[src/rtl/bp_perf_pkg.sv]
// Shared types and constants for the branch-predictor measurement controller.
// Package bp_perf_pkg: FSM states, readout word indices and default marker encodings.
package bp_perf_pkg;

  typedef enum logic [2:0] {
    IDLE,
    ARMED,
    COUNT,
    DRAIN,
    READOUT
  } perf_state_e;

  localparam logic [1:0] IDX_INSTR  = 2'd0;
  localparam logic [1:0] IDX_BR     = 2'd1;
  localparam logic [1:0] IDX_MISS   = 2'd2;
  localparam logic [1:0] IDX_STATUS = 2'd3;

  // ori x0,x0,0 opens the measured window, andi x0,x0,0 closes it
  localparam logic [31:0] START_MARK_DEF = 32'h0000_6013;
  localparam logic [31:0] STOP_MARK_DEF  = 32'h0000_7013;

  function automatic logic [1:0] status_bits(input logic ovf, input logic win_hit);
    return {win_hit, ovf};
  endfunction

endpackage

[src/rtl/bp_perf_ctrl_if.sv]
// Readout stream of the perf controller: one word per valid/ready beat, tagged with its index.
interface bp_perf_ctrl_if #(
  parameter int unsigned CNT_W = 32
);
  logic             rd_valid;
  logic             rd_ready;
  logic [CNT_W-1:0] rd_data;
  logic [1:0]       rd_idx;

  modport master (
    output rd_valid,
    output rd_data,
    output rd_idx,
    input  rd_ready
  );

  modport slave (
    input  rd_valid,
    input  rd_data,
    input  rd_idx,
    output rd_ready
  );
endinterface

[src/rtl/bp_sat_counter.sv]
// Saturating event counter with synchronous clear; sat_hit_o flags an increment lost at all-ones.
module bp_sat_counter #(
  parameter int unsigned CNT_W = 32
) (
  input  logic             clk_i,
  input  logic             rst_i,
  input  logic             clr_i,
  input  logic             inc_i,
  output logic [CNT_W-1:0] value_o,
  output logic             sat_hit_o
);

  logic [CNT_W-1:0] cnt_q;
  logic [CNT_W-1:0] cnt_d;
  logic             at_max;

  assign at_max    = &cnt_q;
  assign sat_hit_o = inc_i && at_max && !clr_i;
  assign value_o   = cnt_q;

  always_comb begin
    cnt_d = cnt_q;
    if (clr_i) begin
      cnt_d = '0;
    end else if (inc_i && !at_max) begin
      cnt_d = cnt_q + CNT_W'(1);
    end
  end

  always_ff @(posedge clk_i) begin
    if (rst_i) begin
      cnt_q <= '0;
    end else begin
      cnt_q <= cnt_d;
    end
  end

endmodule

[src/rtl/bp_perf_ctrl.sv]
// Branch-predictor measurement controller: arm, count between marker instructions, drain, stream results.
// Optional feature macro PERF_WINDOW_EN: ends the window after WINDOW counted instructions.
module bp_perf_ctrl
  import bp_perf_pkg::*;
#(
  parameter int unsigned CNT_W      = 32,
  parameter logic [31:0] START_MARK = START_MARK_DEF,
  parameter logic [31:0] STOP_MARK  = STOP_MARK_DEF,
  parameter int unsigned DRAIN_CYC  = 2,
  parameter int unsigned WINDOW     = 1024
) (
  input  logic         clk_i,
  input  logic         rst_i,
  input  logic [31:0]  instr_i,
  input  logic         instr_vld_i,
  input  logic         br_instr_i,
  input  logic         br_miss_i,
  input  logic         arm_i,
  input  logic         abort_i,
  bp_perf_ctrl_if.master rd,
  output logic         busy_o,
  output logic         ovf_o
);

`ifdef PERF_WINDOW_EN
  localparam bit WIN_EN = 1'b1;
`else
  localparam bit WIN_EN = 1'b0;
`endif

  // DRAIN_CYC is expected to be at least 1; the drain counter holds DRAIN_CYC-1 down to 0
  localparam int unsigned DRN_W = (DRAIN_CYC > 1) ? $clog2(DRAIN_CYC) : 1;
  // A window the counter can never represent is simply never reached
  localparam bit WIN_FITS = (WINDOW != 0) && ((CNT_W >= 32) || (WINDOW < (32'd1 << CNT_W)));
  localparam logic [CNT_W-1:0] WIN_LAST = CNT_W'(WINDOW - 1);

  perf_state_e      state_q;
  logic [DRN_W-1:0] drain_q;
  logic             rd_valid_q;
  logic [1:0]       rd_idx_q;
  logic [CNT_W-1:0] rd_data_q;
  logic             ovf_q;
  logic             win_hit_q;

  logic [CNT_W-1:0] instr_cnt, br_cnt, miss_cnt;
  logic             instr_sat, br_sat, miss_sat;
  logic             is_start, is_stop;
  logic             cnt_clr, instr_inc, br_inc, miss_inc;
  logic             win_reach, rd_fire;
  logic [1:0]       next_idx;
  logic [CNT_W-1:0] next_word;

  assign is_start = instr_vld_i && (instr_i == START_MARK);
  assign is_stop  = instr_vld_i && (instr_i == STOP_MARK);

  // Branch events keep counting through DRAIN because they resolve a few stages after fetch
  assign cnt_clr   = (state_q == IDLE) && arm_i && !abort_i;
  assign instr_inc = (state_q == COUNT) && instr_vld_i && !is_stop && !abort_i;
  assign br_inc    = ((state_q == COUNT) || (state_q == DRAIN)) && br_instr_i && !abort_i;
  assign miss_inc  = br_inc && br_miss_i;
  assign win_reach = WIN_EN && WIN_FITS && instr_inc && (instr_cnt == WIN_LAST);
  assign rd_fire   = rd_valid_q && rd.rd_ready;
  assign next_idx  = rd_idx_q + 2'd1;

  bp_sat_counter #(.CNT_W(CNT_W)) uInstrCnt (
    .clk_i(clk_i), .rst_i(rst_i), .clr_i(cnt_clr), .inc_i(instr_inc),
    .value_o(instr_cnt), .sat_hit_o(instr_sat)
  );

  bp_sat_counter #(.CNT_W(CNT_W)) uBrCnt (
    .clk_i(clk_i), .rst_i(rst_i), .clr_i(cnt_clr), .inc_i(br_inc),
    .value_o(br_cnt), .sat_hit_o(br_sat)
  );

  bp_sat_counter #(.CNT_W(CNT_W)) uMissCnt (
    .clk_i(clk_i), .rst_i(rst_i), .clr_i(cnt_clr), .inc_i(miss_inc),
    .value_o(miss_cnt), .sat_hit_o(miss_sat)
  );

  always_comb begin
    next_word = '0;
    case (next_idx)
      IDX_BR:     next_word = br_cnt;
      IDX_MISS:   next_word = miss_cnt;
      IDX_STATUS: next_word[1:0] = status_bits(ovf_q, win_hit_q);
      default:    next_word = instr_cnt;
    endcase
  end

  // Readout words are loaded one beat ahead so rd_data stays put while the consumer stalls
  always_ff @(posedge clk_i) begin
    if (rst_i) begin
      state_q    <= IDLE;
      drain_q    <= '0;
      rd_valid_q <= 1'b0;
      rd_idx_q   <= IDX_INSTR;
      rd_data_q  <= '0;
      ovf_q      <= 1'b0;
      win_hit_q  <= 1'b0;
    end else if (abort_i) begin
      state_q    <= IDLE;
      rd_valid_q <= 1'b0;
      rd_idx_q   <= IDX_INSTR;
    end else begin
      if (instr_sat || br_sat || miss_sat) begin
        ovf_q <= 1'b1;
      end
      case (state_q)
        IDLE: begin
          if (arm_i) begin
            state_q   <= ARMED;
            ovf_q     <= 1'b0;
            win_hit_q <= 1'b0;
          end
        end
        ARMED: begin
          if (is_start) begin
            state_q <= COUNT;
          end
        end
        COUNT: begin
          if (is_stop || win_reach) begin
            state_q <= DRAIN;
            drain_q <= DRN_W'(DRAIN_CYC - 1);
            if (win_reach) begin
              win_hit_q <= 1'b1;
            end
          end
        end
        DRAIN: begin
          if (drain_q == '0) begin
            state_q    <= READOUT;
            rd_valid_q <= 1'b1;
            rd_idx_q   <= IDX_INSTR;
            rd_data_q  <= instr_cnt;
          end else begin
            drain_q <= drain_q - DRN_W'(1);
          end
        end
        READOUT: begin
          if (rd_fire) begin
            if (rd_idx_q == IDX_STATUS) begin
              state_q    <= IDLE;
              rd_valid_q <= 1'b0;
              rd_idx_q   <= IDX_INSTR;
            end else begin
              rd_idx_q  <= next_idx;
              rd_data_q <= next_word;
            end
          end
        end
        default: state_q <= IDLE;
      endcase
    end
  end

  assign rd.rd_valid = rd_valid_q;
  assign rd.rd_data  = rd_data_q;
  assign rd.rd_idx   = rd_idx_q;
  assign busy_o      = (state_q != IDLE);
  assign ovf_o       = ovf_q;

endmodule

[src/flat_wrapper.sv]
// flat-port wrapper written by rule: the top's interface ports become plain ports
module bp_perf_ctrl_flat import bp_perf_pkg::*;
#(
  parameter int unsigned CNT_W      = 32,
  parameter logic [31:0] START_MARK = START_MARK_DEF,
  parameter logic [31:0] STOP_MARK  = STOP_MARK_DEF,
  parameter int unsigned DRAIN_CYC  = 2,
  parameter int unsigned WINDOW     = 1024
)
  (clk_i, rst_i, instr_i, instr_vld_i, br_instr_i, br_miss_i, arm_i, abort_i, busy_o, ovf_o, rd_rd_valid, rd_rd_data, rd_rd_idx, rd_rd_ready);
  bp_perf_ctrl_if #(.CNT_W(CNT_W)) rd_i ();
  input  logic clk_i;
  input  logic rst_i;
  input  logic [31:0] instr_i;
  input  logic instr_vld_i;
  input  logic br_instr_i;
  input  logic br_miss_i;
  input  logic arm_i;
  input  logic abort_i;
  output logic busy_o;
  output logic ovf_o;
  output wire logic [$bits(rd_i.rd_valid)-1:0] rd_rd_valid;
  output wire logic [$bits(rd_i.rd_data)-1:0] rd_rd_data;
  output wire logic [$bits(rd_i.rd_idx)-1:0] rd_rd_idx;
  input wire logic [$bits(rd_i.rd_ready)-1:0] rd_rd_ready;
  assign rd_rd_valid = rd_i.rd_valid;
  assign rd_rd_data = rd_i.rd_data;
  assign rd_rd_idx = rd_i.rd_idx;
  assign rd_i.rd_ready = rd_rd_ready;
  bp_perf_ctrl #(.CNT_W(CNT_W), .START_MARK(START_MARK), .STOP_MARK(STOP_MARK), .DRAIN_CYC(DRAIN_CYC), .WINDOW(WINDOW)) u_core (.clk_i(clk_i), .rst_i(rst_i), .instr_i(instr_i), .instr_vld_i(instr_vld_i), .br_instr_i(br_instr_i), .br_miss_i(br_miss_i), .arm_i(arm_i), .abort_i(abort_i), .rd(rd_i), .busy_o(busy_o), .ovf_o(ovf_o));
endmodule
[config.mk]
export PLATFORM = sky130hd
export DESIGN_NAME = bp_perf_ctrl_flat
export DESIGN_NICKNAME = d
export VERILOG_FILES = /design/src/rtl/bp_perf_pkg.sv /design/src/rtl/bp_perf_ctrl_if.sv /design/src/rtl/bp_sat_counter.sv /design/src/rtl/bp_perf_ctrl.sv /design/src/flat_wrapper.sv
export SDC_FILE = /design/constraint.sdc
export NUM_CORES = 1
export LEC_CHECK = 0
export CAP_MARGIN = 25
export CORE_MARGIN = 2
export CORE_UTILIZATION = 30
export CTS_BUF_LIST = sky130_fd_sc_hd__clkbuf_8 sky130_fd_sc_hd__clkbuf_16
export DETAILED_ROUTE_END_ITERATION = 8
export SLEW_MARGIN = 20
export SYNTH_ARGS = -nofsm -noshare
export SYNTH_HDL_FRONTEND = slang
export SYNTH_HIERARCHICAL = 1
export SYNTH_SLANG_ARGS = --single-unit
[constraint.sdc]
create_clock -name clk_i -period 6.1 [get_ports clk_i]
set_clock_uncertainty 0.15 [all_clocks]
set_input_delay 1.525 -clock clk_i [delete_from_list [all_inputs] [get_ports clk_i]]
set_output_delay 1.525 -clock clk_i [all_outputs]
set_load 0.01 [all_outputs]
[Yosys cells after proc, flatten, opt, wreduce, memory -nomap -nowiden]
Cells that the tools add are included.
W data, S select, Z words.
Storage, ports and cells
  bits in registers: 136
  input port bits: 40
  output and inout port bits: 37
  word-level logic and storage cells: 102
Cells by class
  add/subtract/negate cells: 5
  eq/ne operators: 17
  multiplexer cells: 27
  bitwise gates (word level): 1
  reductions and logical operators: 43
Operators with widths (number)
  $add A32 B1 Y32 const B: 3
  $mux W32: 3
  $reduce_and A32 Y1: 3
  $pmux W30 S3: 1
  $eq A32 B15 Y1 const B: 2
  $pmux W32 S2: 1
  $logic_and A1 B1 Y1: 20
  $mux W3: 6
  $pmux W3 S5: 1
  $mux W1: 8
  $ne A2 B1 Y1 const B: 4
  $eq A2 B2 Y1 const B: 3
  $eq A3 B2 Y1 const B: 2
  $logic_not A1 Y1: 6
  $mux W2: 3
  $ne A2 B2 Y1 const B: 3
  $pmux W2 S3: 1
  $reduce_and A3 Y1: 2
  $reduce_and A6 Y1: 1
  $reduce_and A5 Y1: 1
  $pmux W1 S2: 2
  $pmux W2 S2: 1
  $reduce_and A4 Y1: 1
  $reduce_bool A2 Y1: 2
  10 further kinds: 13

[Logic depth before layout (Yosys ltp)]
Gate-level depths: netlist (run 1).
  depth in word-level cells: 12
  mapped depth: 10

[Modules after synthesis]
The synthesis (run 1) kept the hierarchy.
By module, submodules not included
  bp_sat_counter (u_core.uBrCnt ...): times used 2, cells each 197, area an instance 1675.4 µm², seq. area each 640.6 µm²
  bp_perf_ctrl: times used 1, cells each 292, area an instance 2640.0 µm², seq. area each 800.8 µm²
  bp_sat_counter (u_core.uMissCnt): times used 1, cells each 200, area an instance 1677.9 µm², seq. area each 640.6 µm²

[Least setup slack after synthesis (run 1)]
No wires, ideal clock.
  path kind: input-to-reg
  start point: input port abort_i
  end point: register u_core.uInstrCnt.cnt_q[26], in the netlist u_core/uInstrCnt/value_o[26]
  library setup time: 0.070 ns
  arrival: 3.969 ns
  required time: 5.880 ns
  setup slack: 1.911 ns
  stages on the path: 7
  path buffers: 1
  path through: nor3b_1 -> nor4bb_1 -> nand3_2 -> or4b_4 -> buf_6 -> or4_1 -> a21oi_1
On the way
  longest elaborated chain between the ends: 3
  elaborated cells on any way between the ends: 5
Ends and longest elaborated chain
  from (decl): line flat_wrapper.sv:19  | input logic abort_i;
  $logic_not A1 Y1: line bp_perf_ctrl.sv:58  | assign instr_inc = (state_q == COUNT) && instr_vld_i && !is_stop && !abort_i;
  $logic_and A1 B1 Y1: line bp_perf_ctrl.sv:58
  net u_core.instr_inc: line bp_perf_ctrl.sv:48  | logic cnt_clr, instr_inc, br_inc, miss_inc;
  $logic_and A1 B1 Y1: line bp_sat_counter.sv:25  | end else if (inc_i && !at_max) begin
  to (signal assigned): line bp_sat_counter.sv:34  | cnt_q <= cnt_d;
  to (decl): line bp_sat_counter.sv:13  | logic [CNT_W-1:0] cnt_q;
The timed path passes the listed nets, and every way through them passes these cells.
A chain may end at the register's enable or synchronous reset.

[Worst setup path in the final report (run 1)]
  start point: input port abort_i
  end point: register u_core.uInstrCnt.cnt_q[29], in the netlist u_core/uInstrCnt/value_o[29]
Same word-level chain as after synthesis.

==> impl_metrics.py, run 1 <==
metrics = {
    "drt": {
        "dr.pass1.iters": 5,
        "via_per_inst": 5.46,
        "wl_um": 21200,
        "wl_per_cell_um": 16.6,
        "num_vias": 6974,
        "drc": 0,
        "drtIter0Drc": 610,
        "drtAntennaViolNets": 0,
    },
    "sta": {
        "drv_slew": 0,
        "worstMarginPinSlew_ns": 0.950,
        "period_minus_slack_ns": 4.11,
        "relSlewSlack_pct": 36.2,
        "setup_slack_ns": 1.99,
        "finalSetupTns_ns": 0,
        "rsz0062_at_grt": "no",
        "finalHoldViolCount": 0,
        "timing.final.crit_share_pct": 67.3,
        "setup_violations": 0,
        "fmax_mhz": 244,
    },
    "grt": {
        "track_usage_pct": 16.2,
        "antenna_found_initial": 0,
        "grt_pass1_wl_um": 34600,
        "overflow": 0,
        "grt_max_degree": 65,
        "grt_pass1_vias": 6447,
    },
    "power_and_ir_drop": {
        "p_sw_w": 0.000431,
        "power_density_nw_per_um2": 227,
        "p_clk_share_pct": 54.4,
        "pwr-share-comb_pct": 3.1,
        "p_int_w": 0.00166,
        "seqPwrFrac_pct": 42.5,
        "p_leak_nw": 2.72,
        "peakVddDrop_uv": 175,
        "swShare_pct": 20.6,
    },
    "synth": {
        "synth_seq_cells": 136,
        "ys_async_sr_fraction_pct": 0,
        "ys.warnings.count": 6,
        "synth_cell_types": 70,
        "yosysTopAreaCell": "dfxtp_1",
        "synth_nets": 933,
        "synth_edf_count": 0,
        "synth_area_leaders": "dfxtp_1, nand2_1, o211ai_2",
        "netlist.area_leader.share_pct": 35.5,
        "synth_area_um2": 7670,
        "syn-mean-instance-area_um2": 8.66,
        "yosys_most_used_dff": "dfxtp_1",
        "synth-seq-area-share_pct": 35.5,
        "syn-instance-count": 886,
    },
    "worst_setup_path": {
        "crit_path_end_kind": "flop",
        "cp_max_fo": 8,
        "crit_arrival_ns": 4.27,
        "crit_type": "in -> reg",
        "cp-start-kind": "input port",
        "required_ns": 6.26,
    },
    "die": {
        "coreArea_um2": 25100,
        "design.portCount": 77,
        "start_util_pct": 30.5,
        "rows": 58,
        "fp.dieW_um": 164,
        "die-area_um2": 26900,
        "die_h_um": 164,
    },
    "finish": {
        "n_antenna_cell": 0,
        "layout_common_cells": "dfxtp_1, nand2_1, clkdlybuf4s50_1",
        "drive_gt1_share_pct": 15.2,
        "seq_area_um2": 2720,
        "n_fill_cell": 2609,
        "final_common_cell": "dfxtp_1",
        "area_growth_pct": 20.3,
        "layout.nets": 982,
        "multi_input_area_um2": 4530,
    },
    "place": {
        "dp_slack_ns": 1.56,
        "place.detailed.hpwl_um": 15200,
        "gp_congestion": 0.877,
        "io_buffer_count": 76,
    },
    "cts": {
        "cts_buffers": 17,
        "cts_tree": "done",
        "clockBufferDepth": 2,
        "cts_resized": 0,
        "clkLatencyLatePin_ns": 0.42,
        "h-tree-depth": 4,
        "clk_pin_slew_worst_paths_ns": 0.06,
        "cts.sink_count": 136,
        "cts-root-buf": "clkbuf_16",
        "postCtsSetupRepairBufs": 0,
        "hold_buffers": 0,
    },
    "run_status": {
        "status": "complete, no violations",
    },
    "run": {
        "maxCapViolations": 0,
    },
    "hold_path": {
        "hp-class": "reg -> reg",
    },
}
worst max-delay path, stage by stage:
cell	delay (ns)
clkdlybuf4s50_1	0.50
nor3b_1	0.24
buf_4	0.19
nor4bb_1	0.27
buf_4	0.21
and2_1	0.13
nand4_1	0.17
a2111oi_2	0.64
a31oi_1	0.16
a41o_1	0.22
stage by stage:
stage                     area [um^2]  hold slack (ns)  instances  total power (W)  util (%)
after global placement           8570            0.298       1246         0.000975      34.1
after floorplan                  7670            0.315        886         0.000937         -
after global routing             9220            0.329       1278          0.00216      36.7
after CTS                        9220            0.310       1278          0.00212      36.7
after detailed placement         8570            0.301       1246         0.000975      34.1
final                            9220            0.305       1278          0.00209      36.7
registers in the layout, summed over array words and instances, names as in the netlist:
register and count:
u_core/rd.rd_valid 1, u_core/ovf_o 1, u_core/uInstrCnt/value_o 32, u_core/state_q 3
u_core/drain_q 1, u_core/uMissCnt/value_o 32, u_core/uBrCnt/value_o 32, u_core/rd.rd_idx 2
u_core/rd.rd_data 32
cells by family (layout without fill, tap and decap cells):
family | count (synthesis) | in the layout | synth area share [%]
and+or+nand+nor | 382 | 382 | 27.4
adders and majority gates | 7 | 7 | 1.14
DFF | 136 | 136 | 35.5
xor gates and xnor gates | 45 | 45 | 5.14
muxes | 5 | 5 | 0.669
AOI/OAI and AO/OA | 236 | 236 | 24.6
buffers and inverters | 75 | 137 | 5.58
layout make-up:
cell class                 instances  share of cell area [%]
clock inverter                    13                    2.20
multi-input combinational        675                    49.2
timing repair buffer              85                    8.93
clock buffer                      19                    4.91
inverter                          20                   0.814
tap                              330                    4.48
sequential                       136                    29.5
power by group through the flow:
stage | sequential (W) | clock, W | combinational [W]
after CTS | 0.000890 | 0.00117 | 0.0000659
final | 0.000890 | 0.00114 | 0.0000651
after floorplan | 0.000908 | 0 | 0.0000293
after global routing | 0.000889 | 0.00120 | 0.0000699
after global placement | 0.000909 | 0 | 0.0000658
after detailed placement | 0.000909 | 0 | 0.0000656
path summary, 6_finish.rpt:
check                               startpoint                                   endpoint  slack (ns)  cells past startpoint
min reg2reg  u_core/rd.rd_data[1]$_SDFFE_PP0P_          u_core/rd.rd_data[1]$_SDFFE_PP0P_        0.30                      2
min          u_core/rd.rd_data[1]$_SDFFE_PP0P_          u_core/rd.rd_data[1]$_SDFFE_PP0P_        0.30                      2
max                                    abort_i  u_core/uInstrCnt/value_o[29]$_SDFFE_PP0P_        1.99                     10
max reg2reg     u_core/state_q[1]$_SDFFE_PP0P_  u_core/uInstrCnt/value_o[29]$_SDFFE_PP0P_        2.97                      9
layer usage:
| metal | vias to the layer above | wire, um | track usage [%] |
|---|---|---|---|
| li1 | 3427 | - | - |
| met1 | 3339 | 9990 | 22.3 |
| met2 | 185 | 9960 | 25.7 |
| met3 | 23 | 931 | 2.70 |
| met4 | 0 | 270 | 5.10 |
| met5 | - | 0 | 0 |
synth_stat cells, types with 16 or more instances:
cell type,count
clkbuf_1,27
nand4_1,32
dfxtp_1,136
a21oi_2,30
nand2_1,110
nor2_1,72
xnor2_1,37
o211ai_2,30
o21ai_0,22
a22oi_1,31
nor4_1,18
and4_1,16
inv_1,20
or3_1,25
a31oi_1,18
a21oi_1,40
nand3_1,30
(Power assumes the default switching activity.)
==> inputs of run 2 (changes only) <==
- clock period: 6.1 -> 3.93 ns (I/O delays scaled with it)
==> impl_metrics.py, run 2 (synthesis results as in run 1) <==
metrics = {
    "drt": {
        "drtAntennaViolNets": 0,
        "drtIter0Drc": 508,
        "via_per_inst": 5.46,
        "dr.pass1.iters": 8,
        "drc": 0,
        "num_vias": 7088,
        "wl_um": 21500,
        "wl_per_cell_um": 16.5,
    },
    "worst_setup_path": {
        "cp-start-kind": "input port",
        "crit_cells": 9,
        "cp_max_fo": 11,
        "slowest_delay_ns": 0.57,
        "path_cells": "clkdlybuf4s50_1 > nor3b_1 > buf_4 > nor4bb_1 > buf_4 > nand3_2 > or4b_4 > or4_1 > a21oi_1",
        "critical_path_buf_inv_count": 3,
        "required_ns": 4.13,
        "cp_common_cell": "buf_4",
        "cp_slowest_cell": "or4b_4",
        "r2r_cells": 8,
        "crit_type": "in -> reg",
        "crit_path_start": "abort_i",
        "crit_arrival_ns": 3.57,
        "crit_path_end_kind": "flop",
        "r2r_start": "u_core/state_q[1]$_SDFFE_PP0P_",
        "critPathTopFamily": "simple AND/OR/NAND/NOR gates",
    },
    "die": {
        "design.portCount": 77,
        "fp.dieW_um": 164,
        "die_h_um": 164,
        "coreArea_um2": 25100,
        "die-area_um2": 26900,
        "start_util_pct": 30.5,
        "rows": 58,
    },
    "sta": {
        "timing.final.crit_share_pct": 85.7,
        "relSlewSlack_pct": 38.8,
        "drv_slew": 0,
        "fmax_mhz": 297,
        "rsz0062_at_grt": "no",
        "setup_slack_ns": 0.561,
        "finalHoldViolCount": 0,
        "setup_violations": 0,
        "finalSetupTns_ns": 0,
        "period_minus_slack_ns": 3.37,
        "worstMarginPinSlew_ns": 0.918,
    },
    "grt": {
        "grt_max_degree": 33,
        "antenna_found_initial": 0,
        "overflow": 0,
        "grt_pass1_vias": 6488,
        "grt_pass1_wl_um": 34500,
        "track_usage_pct": 16.4,
    },
    "hold_path": {
        "hp-class": "reg -> reg",
        "hold_start": "u_core/rd.rd_data[1]$_SDFFE_PP0P_",
        "hold-path-cell-count": 2,
    },
    "finish": {
        "drive_gt1_share_pct": 17.1,
        "area_growth_pct": 22.5,
        "n_antenna_cell": 0,
        "multi_input_area_um2": 4520,
        "fin_util_pct": 37.4,
        "seq_area_um2": 2720,
        "n_fill_cell": 2558,
        "layout.cells.non_filler": 1297,
        "layout_common_cells": "dfxtp_1, nand2_1, clkdlybuf4s50_1",
        "final_common_cell": "dfxtp_1",
        "layout.nets": 1002,
    },
    "cts": {
        "cts-root-buf": "clkbuf_16",
        "cts_buffers": 17,
        "hold_buffers": 0,
        "clkLatencyLatePin_ns": 0.43,
        "clockBufferDepth": 2,
        "h-tree-depth": 4,
        "cts_resized": 0,
        "cts.sink_count": 136,
        "cts_tree": "done",
        "postCtsSetupRepairBufs": 0,
        "clk_pin_slew_worst_paths_ns": 0.06,
    },
    "place": {
        "place.detailed.hpwl_um": 15500,
        "placedCellCount": 1264,
        "io_buffer_count": 76,
        "gp_congestion": 0.881,
        "dp_slack_ns": 0.121,
    },
    "power_and_ir_drop": {
        "power_density_nw_per_um2": 351,
        "p_leak_nw": 2.82,
        "peakVddDrop_uv": 309,
    },
    "run": {
        "maxCapViolations": 0,
    },
    "run_status": {
        "status": "complete, no violations",
    },
}
## run 2: cell types whose count changed in the layout (fill, tap and decap cells not counted)
| cell | delta |
|---|---|
| buf_4 | +18 |
| buf_6 | +1 |
| buf_8 | +1 |
| clkbuf_8 | +2 |
| clkinv_2 | -1 |
| clkinv_4 | -1 |
| inv_1 | -2 |
| inv_6 | +1 |
| nor4_2 | +1 |
| nor4_4 | -1 |
## run 2: metal layers
layer  part of all wire [%]  track usage (%)  wire, um  up-vias
met4                    1.5             5.06       316        0
met2                     48             27.0     10300      214
met5                      0                0         0        -
met3                    5.7             3.11      1230       20
met1                     45             21.6      9640     3395
li1                       -                -         -     3459
## run 2: through the flow
stage / hold slack [ns] / area (um^2) / power (W)
after global placement: 0.296 / 8690 / 0.00152
after global routing: 0.337 / 9390 / 0.00340
after detailed placement: 0.298 / 8690 / 0.00152
after CTS: 0.306 / 9360 / 0.00333
final: 0.304 / 9390 / 0.00330
after floorplan: 0.315 / 7670 / 0.00145
## run 2: layout make-up
| type | count | area share, % |
|---|---|---|
| clock inverter | 10 | 2.03 |
| inverter | 20 | 0.799 |
| multi-input combinational | 675 | 48.2 |
| clock buffer | 21 | 5.12 |
| tap | 330 | 4.40 |
| sequential | 136 | 29.0 |
| timing repair buffer | 105 | 10.5 |
## run 2: path summary, 6_finish.rpt
| path | endpoint | slack [ns] |
|---|---|---|
| setup / recovery | u_core/uInstrCnt/value_o[28]$_SDFFE_PP0P_ | 0.56 |
| hold / removal | u_core/rd.rd_data[1]$_SDFFE_PP0P_ | 0.30 |
| setup reg to reg | u_core/uInstrCnt/value_o[28]$_SDFFE_PP0P_ | 0.86 |
| hold reg to reg | u_core/rd.rd_data[1]$_SDFFE_PP0P_ | 0.30 |
## run 2: worst min-delay path, cell delays in order (launching register included)
cell     delay (ns)
dfxtp_1        0.30
nand2_1        0.05
a21oi_1        0.05
## run 2: where the power goes
part	internal, W	switching (W)	total [W]
logic	0.0000498	0.0000572	0.000107
registers	0.00138	0.00000168	0.00138
clock network	0.00119	0.000619	0.00181
==> inputs of run 3 (changes only) <==
- CTS_CLUSTER_DIAMETER: not set -> 100
==> results of run 3 <==
Same layout as run 2: the final DEF is identical, and so are final timing and power.
